==> src/rtl/bsk_mgr_common_param_pkg.sv <==
// Shared bsk_manager parameters and types used by the cut dispatch slice.
package bsk_mgr_common_param_pkg;

    localparam int unsigned BSK_CUT_NB = 4;
    localparam int unsigned DATA_W     = 64;

    // Counter width helper: $clog2 with a floor of one bit.
    function automatic int unsigned clog2_min1(input int unsigned v);
        return (v > 1) ? int'($clog2(v)) : 1;
    endfunction

    localparam int unsigned CUT_ID_W = clog2_min1(BSK_CUT_NB);

    typedef logic [CUT_ID_W-1:0] cut_id_t;
    typedef logic [DATA_W-1:0]   bsk_word_t;

endpackage

==> src/rtl/bsk_mgr_cut_fifo.sv <==
// Per-lane synchronous FIFO; output valid follows the registered count, so a
// word pushed on one edge is presented from the next cycle on.
module bsk_mgr_cut_fifo
    import bsk_mgr_common_param_pkg::*;
#(
    parameter int unsigned DEPTH = 4,
    parameter int unsigned WIDTH = DATA_W
) (
    input  logic             clk,
    input  logic             s_rst_n,
    input  logic             push_i,
    input  logic [WIDTH-1:0] data_i,
    output logic             full_o,
    output logic             vld_o,
    input  logic             rdy_i,
    output logic [WIDTH-1:0] data_o
);

    localparam int unsigned AW = clog2_min1(DEPTH);
    localparam int unsigned CW = AW + 1;

    logic [WIDTH-1:0] mem_q [DEPTH];
    logic [AW-1:0]    wr_ptr_q, wr_ptr_d;
    logic [AW-1:0]    rd_ptr_q, rd_ptr_d;
    logic [CW-1:0]    cnt_q, cnt_d;
    logic             pop_c;

    assign vld_o  = (cnt_q != '0);
    assign full_o = (cnt_q == CW'(DEPTH));
    assign pop_c  = vld_o & rdy_i;
    assign data_o = mem_q[rd_ptr_q];

    // Pointer and occupancy update; DEPTH is a power of 2 so pointers wrap freely.
    always_comb begin
        wr_ptr_d = wr_ptr_q;
        rd_ptr_d = rd_ptr_q;
        cnt_d    = cnt_q;
        if (push_i) begin
            wr_ptr_d = wr_ptr_q + AW'(1);
        end
        if (pop_c) begin
            rd_ptr_d = rd_ptr_q + AW'(1);
        end
        case ({push_i, pop_c})
            2'b10:   cnt_d = cnt_q + CW'(1);
            2'b01:   cnt_d = cnt_q - CW'(1);
            default: cnt_d = cnt_q;
        endcase
    end

    always_ff @(posedge clk) begin
        if (!s_rst_n) begin
            wr_ptr_q <= '0;
            rd_ptr_q <= '0;
            cnt_q    <= '0;
        end else begin
            wr_ptr_q <= wr_ptr_d;
            rd_ptr_q <= rd_ptr_d;
            cnt_q    <= cnt_d;
        end
    end

    // Storage needs no reset: contents are only visible through a non-zero count.
    always_ff @(posedge clk) begin
        if (push_i) begin
            mem_q[wr_ptr_q] <= data_i;
        end
    end

endmodule

==> src/rtl/bsk_mgr_cut_dispatch.sv <==
// Splits the loader BSK word stream into per-cut FIFO lanes and checks slice framing.
// Optional build macro BSK_MGR_CUT_DISPATCH_PERF_EN adds stall_cnt / slice_cnt outputs.
module bsk_mgr_cut_dispatch #(
    parameter int unsigned BSK_CUT_NB  = bsk_mgr_common_param_pkg::BSK_CUT_NB,
    parameter int unsigned DATA_W      = 64,
    parameter int unsigned CUT_WORD_NB = 8,
    parameter int unsigned FIFO_DEPTH  = 4
) (
    input  logic                         clk,
    input  logic                         s_rst_n,
    input  logic [DATA_W-1:0]            in_data,
    input  logic                         in_sof,
    input  logic                         in_vld,
    output logic                         in_rdy,
    output logic [BSK_CUT_NB*DATA_W-1:0] out_data,
    output logic [BSK_CUT_NB-1:0]        out_vld,
    input  logic [BSK_CUT_NB-1:0]        out_rdy,
    output logic                         slice_done,
    output logic                         sof_err,
`ifdef BSK_MGR_CUT_DISPATCH_PERF_EN
    output logic [31:0]                  stall_cnt,
    output logic [31:0]                  slice_cnt,
`endif
    input  logic                         err_clr
);

    import bsk_mgr_common_param_pkg::clog2_min1;

    localparam int unsigned CUT_W  = clog2_min1(BSK_CUT_NB);
    localparam int unsigned WORD_W = clog2_min1(CUT_WORD_NB);

    logic [CUT_W-1:0]      cut_ptr_q, cut_ptr_d, tgt_cut_c;
    logic [WORD_W-1:0]     word_ptr_q, word_ptr_d, tgt_word_c;
    logic                  slice_done_q, slice_done_d;
    logic                  sof_err_q, sof_err_d;
    logic                  realign_c, accept_c, word_last_c, cut_last_c;
    logic [BSK_CUT_NB-1:0] lane_full;
    logic [BSK_CUT_NB-1:0] lane_push;

    // A misplaced SOF restarts the slice, so the word targets lane 0 / word 0.
    always_comb begin
        realign_c   = in_sof & ((cut_ptr_q != '0) | (word_ptr_q != '0));
        tgt_cut_c   = realign_c ? '0 : cut_ptr_q;
        tgt_word_c  = realign_c ? '0 : word_ptr_q;
        word_last_c = (tgt_word_c == WORD_W'(CUT_WORD_NB - 1));
        cut_last_c  = (tgt_cut_c == CUT_W'(BSK_CUT_NB - 1));
    end

    // Ready looks at the lane the word will actually land in; never at out_rdy.
    assign in_rdy   = ~lane_full[tgt_cut_c];
    assign accept_c = in_vld & in_rdy;

    always_comb begin
        cut_ptr_d    = cut_ptr_q;
        word_ptr_d   = word_ptr_q;
        slice_done_d = 1'b0;
        sof_err_d    = sof_err_q;
        if (accept_c) begin
            if (word_last_c) begin
                word_ptr_d = '0;
                cut_ptr_d  = cut_last_c ? '0 : tgt_cut_c + CUT_W'(1);
            end else begin
                word_ptr_d = tgt_word_c + WORD_W'(1);
                cut_ptr_d  = tgt_cut_c;
            end
            slice_done_d = word_last_c & cut_last_c;
        end
        if (err_clr) begin
            sof_err_d = 1'b0;
        end
        if (accept_c && realign_c) begin
            sof_err_d = 1'b1;
        end
    end

    always_ff @(posedge clk) begin
        if (!s_rst_n) begin
            cut_ptr_q    <= '0;
            word_ptr_q   <= '0;
            slice_done_q <= 1'b0;
            sof_err_q    <= 1'b0;
        end else begin
            cut_ptr_q    <= cut_ptr_d;
            word_ptr_q   <= word_ptr_d;
            slice_done_q <= slice_done_d;
            sof_err_q    <= sof_err_d;
        end
    end

    assign slice_done = slice_done_q;
    assign sof_err    = sof_err_q;

    for (genvar c = 0; c < BSK_CUT_NB; c++) begin : g_lane
        assign lane_push[c] = accept_c & (tgt_cut_c == CUT_W'(c));

        bsk_mgr_cut_fifo #(
            .DEPTH (FIFO_DEPTH),
            .WIDTH (DATA_W)
        ) u_fifo (
            .clk     (clk),
            .s_rst_n (s_rst_n),
            .push_i  (lane_push[c]),
            .data_i  (in_data),
            .full_o  (lane_full[c]),
            .vld_o   (out_vld[c]),
            .rdy_i   (out_rdy[c]),
            .data_o  (out_data[c*DATA_W +: DATA_W])
        );
    end

`ifdef BSK_MGR_CUT_DISPATCH_PERF_EN
    logic [31:0] stall_cnt_q, stall_cnt_d;
    logic [31:0] slice_cnt_q, slice_cnt_d;

    // Stall count saturates, slice count wraps; err_clr restarts both.
    always_comb begin
        stall_cnt_d = stall_cnt_q;
        slice_cnt_d = slice_cnt_q;
        if (in_vld && !in_rdy && (stall_cnt_q != '1)) begin
            stall_cnt_d = stall_cnt_q + 32'd1;
        end
        if (slice_done_q) begin
            slice_cnt_d = slice_cnt_q + 32'd1;
        end
        if (err_clr) begin
            stall_cnt_d = '0;
            slice_cnt_d = '0;
        end
    end

    always_ff @(posedge clk) begin
        if (!s_rst_n) begin
            stall_cnt_q <= '0;
            slice_cnt_q <= '0;
        end else begin
            stall_cnt_q <= stall_cnt_d;
            slice_cnt_q <= slice_cnt_d;
        end
    end

    assign stall_cnt = stall_cnt_q;
    assign slice_cnt = slice_cnt_q;
`endif

endmodule

==> config.mk <==
export PLATFORM = sky130hd
export DESIGN_NAME = bsk_mgr_cut_dispatch
export DESIGN_NICKNAME = d
export VERILOG_FILES = /design/src/rtl/bsk_mgr_common_param_pkg.sv /design/src/rtl/bsk_mgr_cut_fifo.sv /design/src/rtl/bsk_mgr_cut_dispatch.sv
export SDC_FILE = /design/constraint.sdc
export NUM_CORES = 1
export LEC_CHECK = 0
export BUFFER_PORTS_ARGS = -buffer_cell sky130_fd_sc_hd__buf_2
export CAP_MARGIN = 5
export CORE_MARGIN = 4
export CORE_UTILIZATION = 53
export DETAILED_ROUTE_END_ITERATION = 7
export PLACE_DENSITY_LB_ADDON = 0.05
export REMOVE_ABC_BUFFERS = 1
export SLEW_MARGIN = 20
export SYNTH_ARGS = -nofsm -noshare
export SYNTH_HDL_FRONTEND = slang
export SYNTH_SLANG_ARGS = --single-unit
==> constraint.sdc <==
create_clock -name clk -period 3.2 [get_ports clk]
set_clock_uncertainty 0.15 [all_clocks]
set_input_delay 0.32 -clock clk [delete_from_list [all_inputs] [get_ports clk]]
set_output_delay 0.32 -clock clk [all_outputs]
set_load 0.005 [all_outputs]
==> qor.txt, run 1 <==
=========================================================================================
Clock Root Buffer                                                               clkbuf_16
Launch point of the worst hold path                                            out_rdy[3]
Capture instance of the worst register-to-register path                      g_lane[0].u_fifo.cnt_q[2]$_SDFFE_PN0P_
Slowest library cell on the worst path                                             or4b_1
Reg2Reg Setup Slack                                                               0.23 ns
Cell breakdown of the critical path                                          or4b_1 -> a21oi_4 -> nor3_2 -> inv_1 -> ha_1 -> inv_1 -> fa_1 -> xor2_1 -> or3_1 -> a21oi_1
Static Leakage                                                                   15.17 nW
CP endpoint kind                                                                     flop
Total power after layout                                                         31.00 mW
Fraction of power spent switching nets                                             21.50%
Worst setup path class                                                            reg2reg
Kind of launch point of the worst setup path                                         flop
Post-CTS setup buffers                                                                  0
Worst IR drop on VDD                                                             454.5 µV
R2r startpoint                                                               cut_ptr_q[0]$_SDFFE_PN0N_
DIE AREA                                                                        78240 µm²
Cell count after placement                                                           2880
Gpl congestion                                                                     0.7530
Clock latency at the later pin of the worst-skew pair                             0.64 ns
Ratio of total power to cell area                                            663.0 nW/µm²
Ports placed on the boundary                                                          336
Arrival time reported for the critical path endpoint                              3.38 ns
Cell depth of the worst flop-to-flop path                                              10
Layout cells sized above 1                                                         37.55%
Commonest register cell after synthesis                                          edfxtp_1
Number of flops mapped to enable cells by yosys                                      1024
Number of DRC markers in iteration 0                                                 1564
Most common cell on crit path                                                       inv_1
TritonCTS clock tree                                                                 done
Total Nets Final                                                                     2200
Highest Clock Rate                                                              337.1 MHz
Least setup slack across all paths after layout                                 0.2332 ns
Width of the die                                                                 279.7 µm
Number of buffers on the longest clock path                                             3
Synthesized area per cell                                                       24.47 µm²
Layout overhead on the synthesized area                                            19.48%
Number of max-slew violations in the final report                                       0
Final Hold Vio Count                                                                    0
Detailed-route wire length                                                       88440 µm
Net switching power                                                              6.665 mW
Count of yosys warnings during synthesis                                                0
Post-synthesis instance area                                                    39130 µm²
Initial antenna violation count                                                         3
Total congestion overflow                                                               0
Largest area contributor in the synthesized netlist                              edfxtp_1
ANT nets after route                                                                    0
Hold Crit Class                                                                    in2reg
Via count of the first global-routing pass                                          19030
Endpoints failing setup                                                                 0
Relative max-transition margin                                                     53.88%
Sequential-to-total area share from yosys stat                                     80.79%
Detailed placement HPWL                                                          52210 µm
Hold Path Stages                                                                        4
Vert. Die Dim                                                                    279.7 µm
Ratio of routed vias to standard cells                                              5.823
Internal power of the cells                                                      24.33 mW
Number of input and output port buffers inserted                                      335
H-tree depth                                                                            3
Synth Register Bits                                                                  1067
Unrepaired setup endpoints after global routing                                        no
Synthesized netlist cell count                                                       1599
Number of detailed-route iterations in the first pass                                   5
Number of vias in the routed layout                                                 18320
Remaining DRCs                                                                          0
Commonest non-fill, non-tap cell in the layout                                   edfxtp_1
Max-Cap Viols                                                                           0
Tmin final                                                                       2.967 ns
Average wire per standard cell                                                   28.11 µm
Row cnt                                                                                99
Proportion of power drawn by combinational gates                                     9.4%
Worst setup slack after placement                                               0.2018 ns
Commonest non-fill, non-tap cells in the layout                              1024 x edfxtp_1, 335 x buf_2, 256 x mux4_2
Clock-pin transition on the worst setup and hold timing paths                     0.06 ns
Highest fanout seen on the critical path                                                8
Placeable core region                                                           73080 µm²
Worst path bufs/invs                                                                    2
Total number of clock tree sinks                                                     1067
Pin count of the biggest net entering global routing                                   65
Yosys cell types                                                                       40
Portion of the clock cycle consumed by the worst path in the final layout          92.71%
Slowest Stage Delay on Critical Path                                              0.57 ns
Global-route wire length before repair                                          129800 µm
Inserted Clock Buffers                                                                106
Tot GR Track Use                                                                   22.87%
Proportion of power drawn by the clock network                                      39.5%
Critical Path RT                                                                  3.62 ns
Initial Util                                                                       53.54%
Slew at the pin closest to its max-slew limit                                   0.6918 ns
Register share of total power                                                       51.1%
Finished Layout Cells                                                                3146
Fraction of post-synthesis cell area in the top cell type by area                  78.59%
Proportion of register bits with asynchronous set or reset after synthesis             0%
Largest cells by area after synthesis                                        edfxtp_1 79%, mux4_2 15%, dfxtp_1 2.2%
Crit path max-delay family                                                   simple AND/OR/NAND/NOR gates
Status                                                                          completed
Hold EP                                                                      g_lane[3].u_fifo.rd_ptr_q[0]$_SDFFE_PN0P_
=========================================================================================
==> synthesized netlist by cell type (2+ instances only) <==
cell and count:
nand2_1 30, mux4_2 256, or3_1 8, nor2b_1 5
xor2_1 13, fa_1 4, nor3_2 4, clkinv_1 2
mux2i_1 11, inv_1 25, buf_1 2, ha_1 26
edfxtp_1 1024, buf_4 4, dfxtp_1 43, nand3b_1 2
xnor2_1 4, o31a_1 4, a21oi_1 10, buf_2 24
nor2_1 27, o21ai_0 4, and2_1 16, clkbuf_1 35
==> power by group through the flow <==
stage | Combinational (mW) | Clock [mW] | Sequential [mW]
final | 2.91 | 12.2 | 15.9
after global routing | 3.13 | 13.1 | 15.9
after CTS | 3.01 | 12.5 | 15.9
after detailed placement | 2.93 | 0 | 16.2
after global placement | 2.90 | 0 | 16.1
after floorplan | 1.28 | 0 | 16.3
==> worst min-delay path, cell delays in order <==
cell and delay, ns:
buf_2 0.08, o31a_1 0.20, xnor2_1 0.10, nor2_1 0.08
==> metrics by stage <==
step	TNS, ns	area, µm²	hold slack (ns)	utilization [%]
floorplan	-348.81	38840	0.2689	-
global placement	0	42590	0.3100	58.27
detailed placement	0	42590	0.3162	58.27
CTS	0	46740	0.003614	63.95
global route	0	46740	0.05689	63.96
finish	0	46750	0.03728	63.97
==> metal layers <==
| metal | up-vias | GRT usage, % | part of all wire, % |
|---|---|---|---|
| met5 | - | 0 | 0 |
| met4 | 0 | 5.887 | 2.1 |
| met3 | 108 | 4.009 | 6.3 |
| met2 | 609 | 37.48 | 50 |
| met1 | 9866 | 32.76 | 42 |
| li1 | 7736 | - | - |
==> cell families after synthesis <==
family	share of synthesized area (%)
xor gates and xnor gates	0.3805
buffers and inverters	0.9977
muxes	15.02
AOI/OAI and AO/OA	0.4701
DFF	80.79
adders and majority gates	1.036
and+or+nand+nor	1.311
==> state kept, by name, summed over array words and instances (netlist names), named ones only <==
signal / count
g_lane.u_fifo.cnt_q: 12
g_lane.u_fifo.mem_q: 1024
cut_ptr_q: 2
g_lane.u_fifo.rd_ptr_q: 8
sof_err: 1
word_ptr_q: 3
g_lane.u_fifo.wr_ptr_q: 8
slice_done: 1
==> repair_timing <==
item | in CTS | in global routing
hold buffers | 68 | 0
gates resized for setup | 0 | 1
endpoints found under the setup margin | 0 | 2
hold endpoints to repair | 1031 | 0
==> final cells by class <==
class	count	area, µm²
repair buffers	455	3161
clock inverters	50	558.0
multi-input cells	440	7169
flip-flops and latches	1067	31640
well taps	959	1200
diodes	3	7.507
inverters	27	101.3
fillers	4959	26330
clock buffers	145	2913
==> worst max-delay path by stage <==
stage	start	endpoint	slack, ns	cells after the start
3_5_place_dp	in_sof	g_lane[1].u_fifo.cnt_q[2]$_SDFFE_PN0P_	0.20	11
4_1_cts	cut_ptr_q[0]$_SDFFE_PN0N_	g_lane[0].u_fifo.cnt_q[2]$_SDFFE_PN0P_	0.19	10
5_1_grt	cut_ptr_q[1]$_SDFFE_PN0N_	g_lane[0].u_fifo.cnt_q[2]$_SDFFE_PN0P_	0.07	11
3_3_place_gp	in_sof	g_lane[1].u_fifo.cnt_q[2]$_SDFFE_PN0P_	0.30	11
6_report	cut_ptr_q[0]$_SDFFE_PN0N_	g_lane[0].u_fifo.cnt_q[2]$_SDFFE_PN0P_	0.23	10
2_1_floorplan	flop	out_data[0]	-0.66	1
No activity file was read; power rests on OpenSTA's default activity.
==> run 2: changes to the inputs <==
CORE_UTILIZATION = 56   (was 53)
CTS_BUF_LIST = sky130_fd_sc_hd__clkbuf_2   (was unset)
==> run 2 against run 1 <==
Effect of this change:
- the flow now finishes with violations (negative setup slack)
- first-iteration DRC count increased by 31%
- routed wire length increased by 11%
- combinational power increased by 40%
- sequential cell count unchanged
- via count increased by 11%
- core utilization increased by 6.6 points
- fmax decreased by 9.3%
- sequential power about the same
- critical path depth decreased by 6
- largest power group unchanged
==> qor.txt, run 2 (same netlist as run 1, synthesis figures left out) <==
========================================================================================
Register share of total power                                                      55.1%
Number of buffers on the longest clock path                                            4
Status                                                                      finished, violations left
Ports placed on the boundary                                                         336
Slew at the pin closest to its max-slew limit                                  0.9131 ns
Detailed placement HPWL                                                         53540 µm
Launch point of the worst hold path                                              s_rst_n
FF/Latch Area                                                                  31640 µm²
Reg with most FFs                                                           g_lane.u_fifo.mem_q
TritonCTS clock tree                                                                done
R2r startpoint                                                              cut_ptr_q[0]$_SDFFE_PN0N_
Number of fill cells in the layout                                                  4404
H-tree depth                                                                           5
Via count of the first global-routing pass                                         21530
Ratio of routed vias to standard cells                                             5.770
Fraction of power spent switching nets                                            25.22%
Initial antenna violation count                                                        2
Row cnt                                                                               96
Kind of launch point of the worst setup path                                        flop
Commonest non-fill, non-tap cells in the layout                             1024 x edfxtp_1, 408 x clkbuf_2, 256 x mux4_2
Number of input and output port buffers inserted                                     335
Tmin final                                                                      3.272 ns
Number of detailed-route iterations in the first pass                                  7
Util after Layout                                                                 70.56%
Detailed-route wire length                                                      98210 µm
Tot GR Track Use                                                                  26.45%
Final standard cell area without fillers                                       48650 µm²
Worst IR drop on VDD                                                            381.9 µV
Hold EP                                                                     sof_err$_SDFFE_PN0P_
Gpl congestion                                                                    0.8249
Arrival time reported for the critical path endpoint                             2.80 ns
Hold Path Stages                                                                       5
Endpoints failing setup                                                              100
Total congestion overflow                                                              0
Net switching power                                                             7.242 mW
Highest fanout seen on the critical path                                              13
Least setup slack across all paths after layout                              -0.07250 ns
Hold Crit Class                                                                   in2reg
Layout overhead on the synthesized area                                           24.33%
DIE AREA                                                                       74160 µm²
Reg2Reg Setup Slack                                                              0.20 ns
Proportion of power drawn by combinational gates                                   14.2%
Capture instance of the worst register-to-register path                     g_lane[2].u_fifo.cnt_q[2]$_SDFFE_PN0P_
Number of vias in the routed layout                                                20370
Unrepaired setup endpoints after global routing                                      yes
Global-route wire length before repair                                         141000 µm
Remaining DRCs                                                                         0
Total power after layout                                                        28.71 mW
Post-place instance area                                                       42600 µm²
Commonest non-fill, non-tap cell in the layout                                  edfxtp_1
Relative max-transition margin                                                    38.92%
Vert. Die Dim                                                                   272.3 µm
Portion of the clock cycle consumed by the worst path in the final layout         102.3%
Total area of multi-input combinational cells                                   7189 µm²
Placeable core region                                                          68950 µm²
Number of DRC markers in iteration 0                                                2056
Max-Cap Viols                                                                          0
Internal power of the cells                                                     21.47 mW
Initial Util                                                                      56.75%
Clock Root Buffer                                                               clkbuf_2
Average wire per standard cell                                                  27.82 µm
Clock-pin transition on the worst setup and hold timing paths                    0.10 ns
Worst setup path class                                                           reg2out
Critical Path RT                                                                 2.73 ns
Violated checks                                                             negative setup slack
Highest Clock Rate                                                             305.6 MHz
Number of max-slew violations in the final report                                      0
Width of the die                                                                272.3 µm
Clock latency at the later pin of the worst-skew pair                            1.35 ns
Max FFs per register                                                                1024
Static Leakage                                                                  16.56 nW
Cell depth of the worst flop-to-flop path                                             12
Layout cells sized above 1                                                        45.13%
CP endpoint kind                                                             output port
Ratio of total power to cell area                                           590.2 nW/µm²
ANT nets after route                                                                   0
Top Registers                                                               g_lane.u_fifo.mem_q x1024, g_lane.u_fifo.cnt_q x12
Inserted Clock Buffers                                                               283
Final Hold Vio Count                                                                   0
Proportion of power drawn by the clock network                                     30.7%
Pin count of the biggest net entering global routing                                  65
Total Nets Final                                                                    2532
Total number of clock tree sinks                                                    1067
========================================================================================
[run 2: cell count changes in the layout (fill, tap and decap cells not counted), moves of 5 or more]
cell / before / now
clkbuf_2: 0 / 408
clkinv_1: 20 / 36
clkbuf_1: 31 / 0
buf_16: 0 / 20
buf_12: 33 / 63
bufinv_16: 12 / 4
dlygate4sd3_1: 68 / 151
clkbuf_8: 5 / 0
buf_6: 0 / 121
clkinv_2: 14 / 2
inv_2: 0 / 5
clkbuf_16: 109 / 9
buf_2: 335 / 227
[run 2: repair_timing]
action,CTS,global route
gates cloned,16,11
setup buffers,40,15
pin swaps,1,2
endpoints found under the hold margin,2091,0
hold buffers,151,0
setup endpoints to repair,257,257
resized for setup,101,111
[run 2: critical path, stage by stage, from the launching register on]
cell     delay (ns)
dfxtp_4        0.40
buf_12         0.15
buf_16         0.17
mux4_2         0.54
buf_6          0.14
[run 2: final cells by class]
| class | instances | share of cell area [%] |
|---|---|---|
| clock inverters | 45 | 0.5659 |
| repair buffers | 610 | 12.79 |
| flip-flops and latches | 1067 | 65.05 |
| clock buffers | 408 | 4.198 |
| multi-input cells | 440 | 14.78 |
| diodes | 2 | 0.01029 |
| well taps | 931 | 2.395 |
| inverters | 27 | 0.2109 |
[run 2: how the worst max path moves through the flow]
stage	from	end
after floorplan	flop	out_data[0]
after global placement	cut_ptr_q[0]$_SDFFE_PN0N_	g_lane[1].u_fifo.cnt_q[2]$_SDFFE_PN0P_
after detailed placement	in_sof	g_lane[1].u_fifo.cnt_q[2]$_SDFFE_PN0P_
after CTS	flop	out_data[133]
after global routing	flop	out_data[118]
final	flop	out_data[217]
[run 2: routing by layer]
layer / track usage, % / wire length, µm
met3: 7.426 / 8445
met5: 0 / 0
met1: 37.78 / 40230
met2: 41.13 / 47990
met4: 7.284 / 1546
[run 2: per-stage QoR]
step	setup slack, ns	hold slack (ns)	setup TNS, ns	instances
5_1_grt	-0.2568	0.1881	-42.29	3529
3_3_place_gp	0.3312	0.3126	0	2851
4_1_cts	-0.2764	0.05139	-52.46	3511
2_1_floorplan	-0.6565	0.2689	-348.81	1534
6_report	-0.07250	0.2859	-2.250	3530
3_5_place_dp	0.1948	0.3217	0	2851
[run 2: power by group through the flow]
stage | Combinational, mW | Sequential [mW] | Clock, mW
floorplan | 1.28 | 16.3 | 0
global placement | 2.81 | 16.2 | 0
detailed placement | 2.84 | 16.2 | 0
CTS | 3.58 | 15.8 | 9.11
global route | 4.27 | 15.8 | 9.95
finish | 4.07 | 15.8 | 8.82
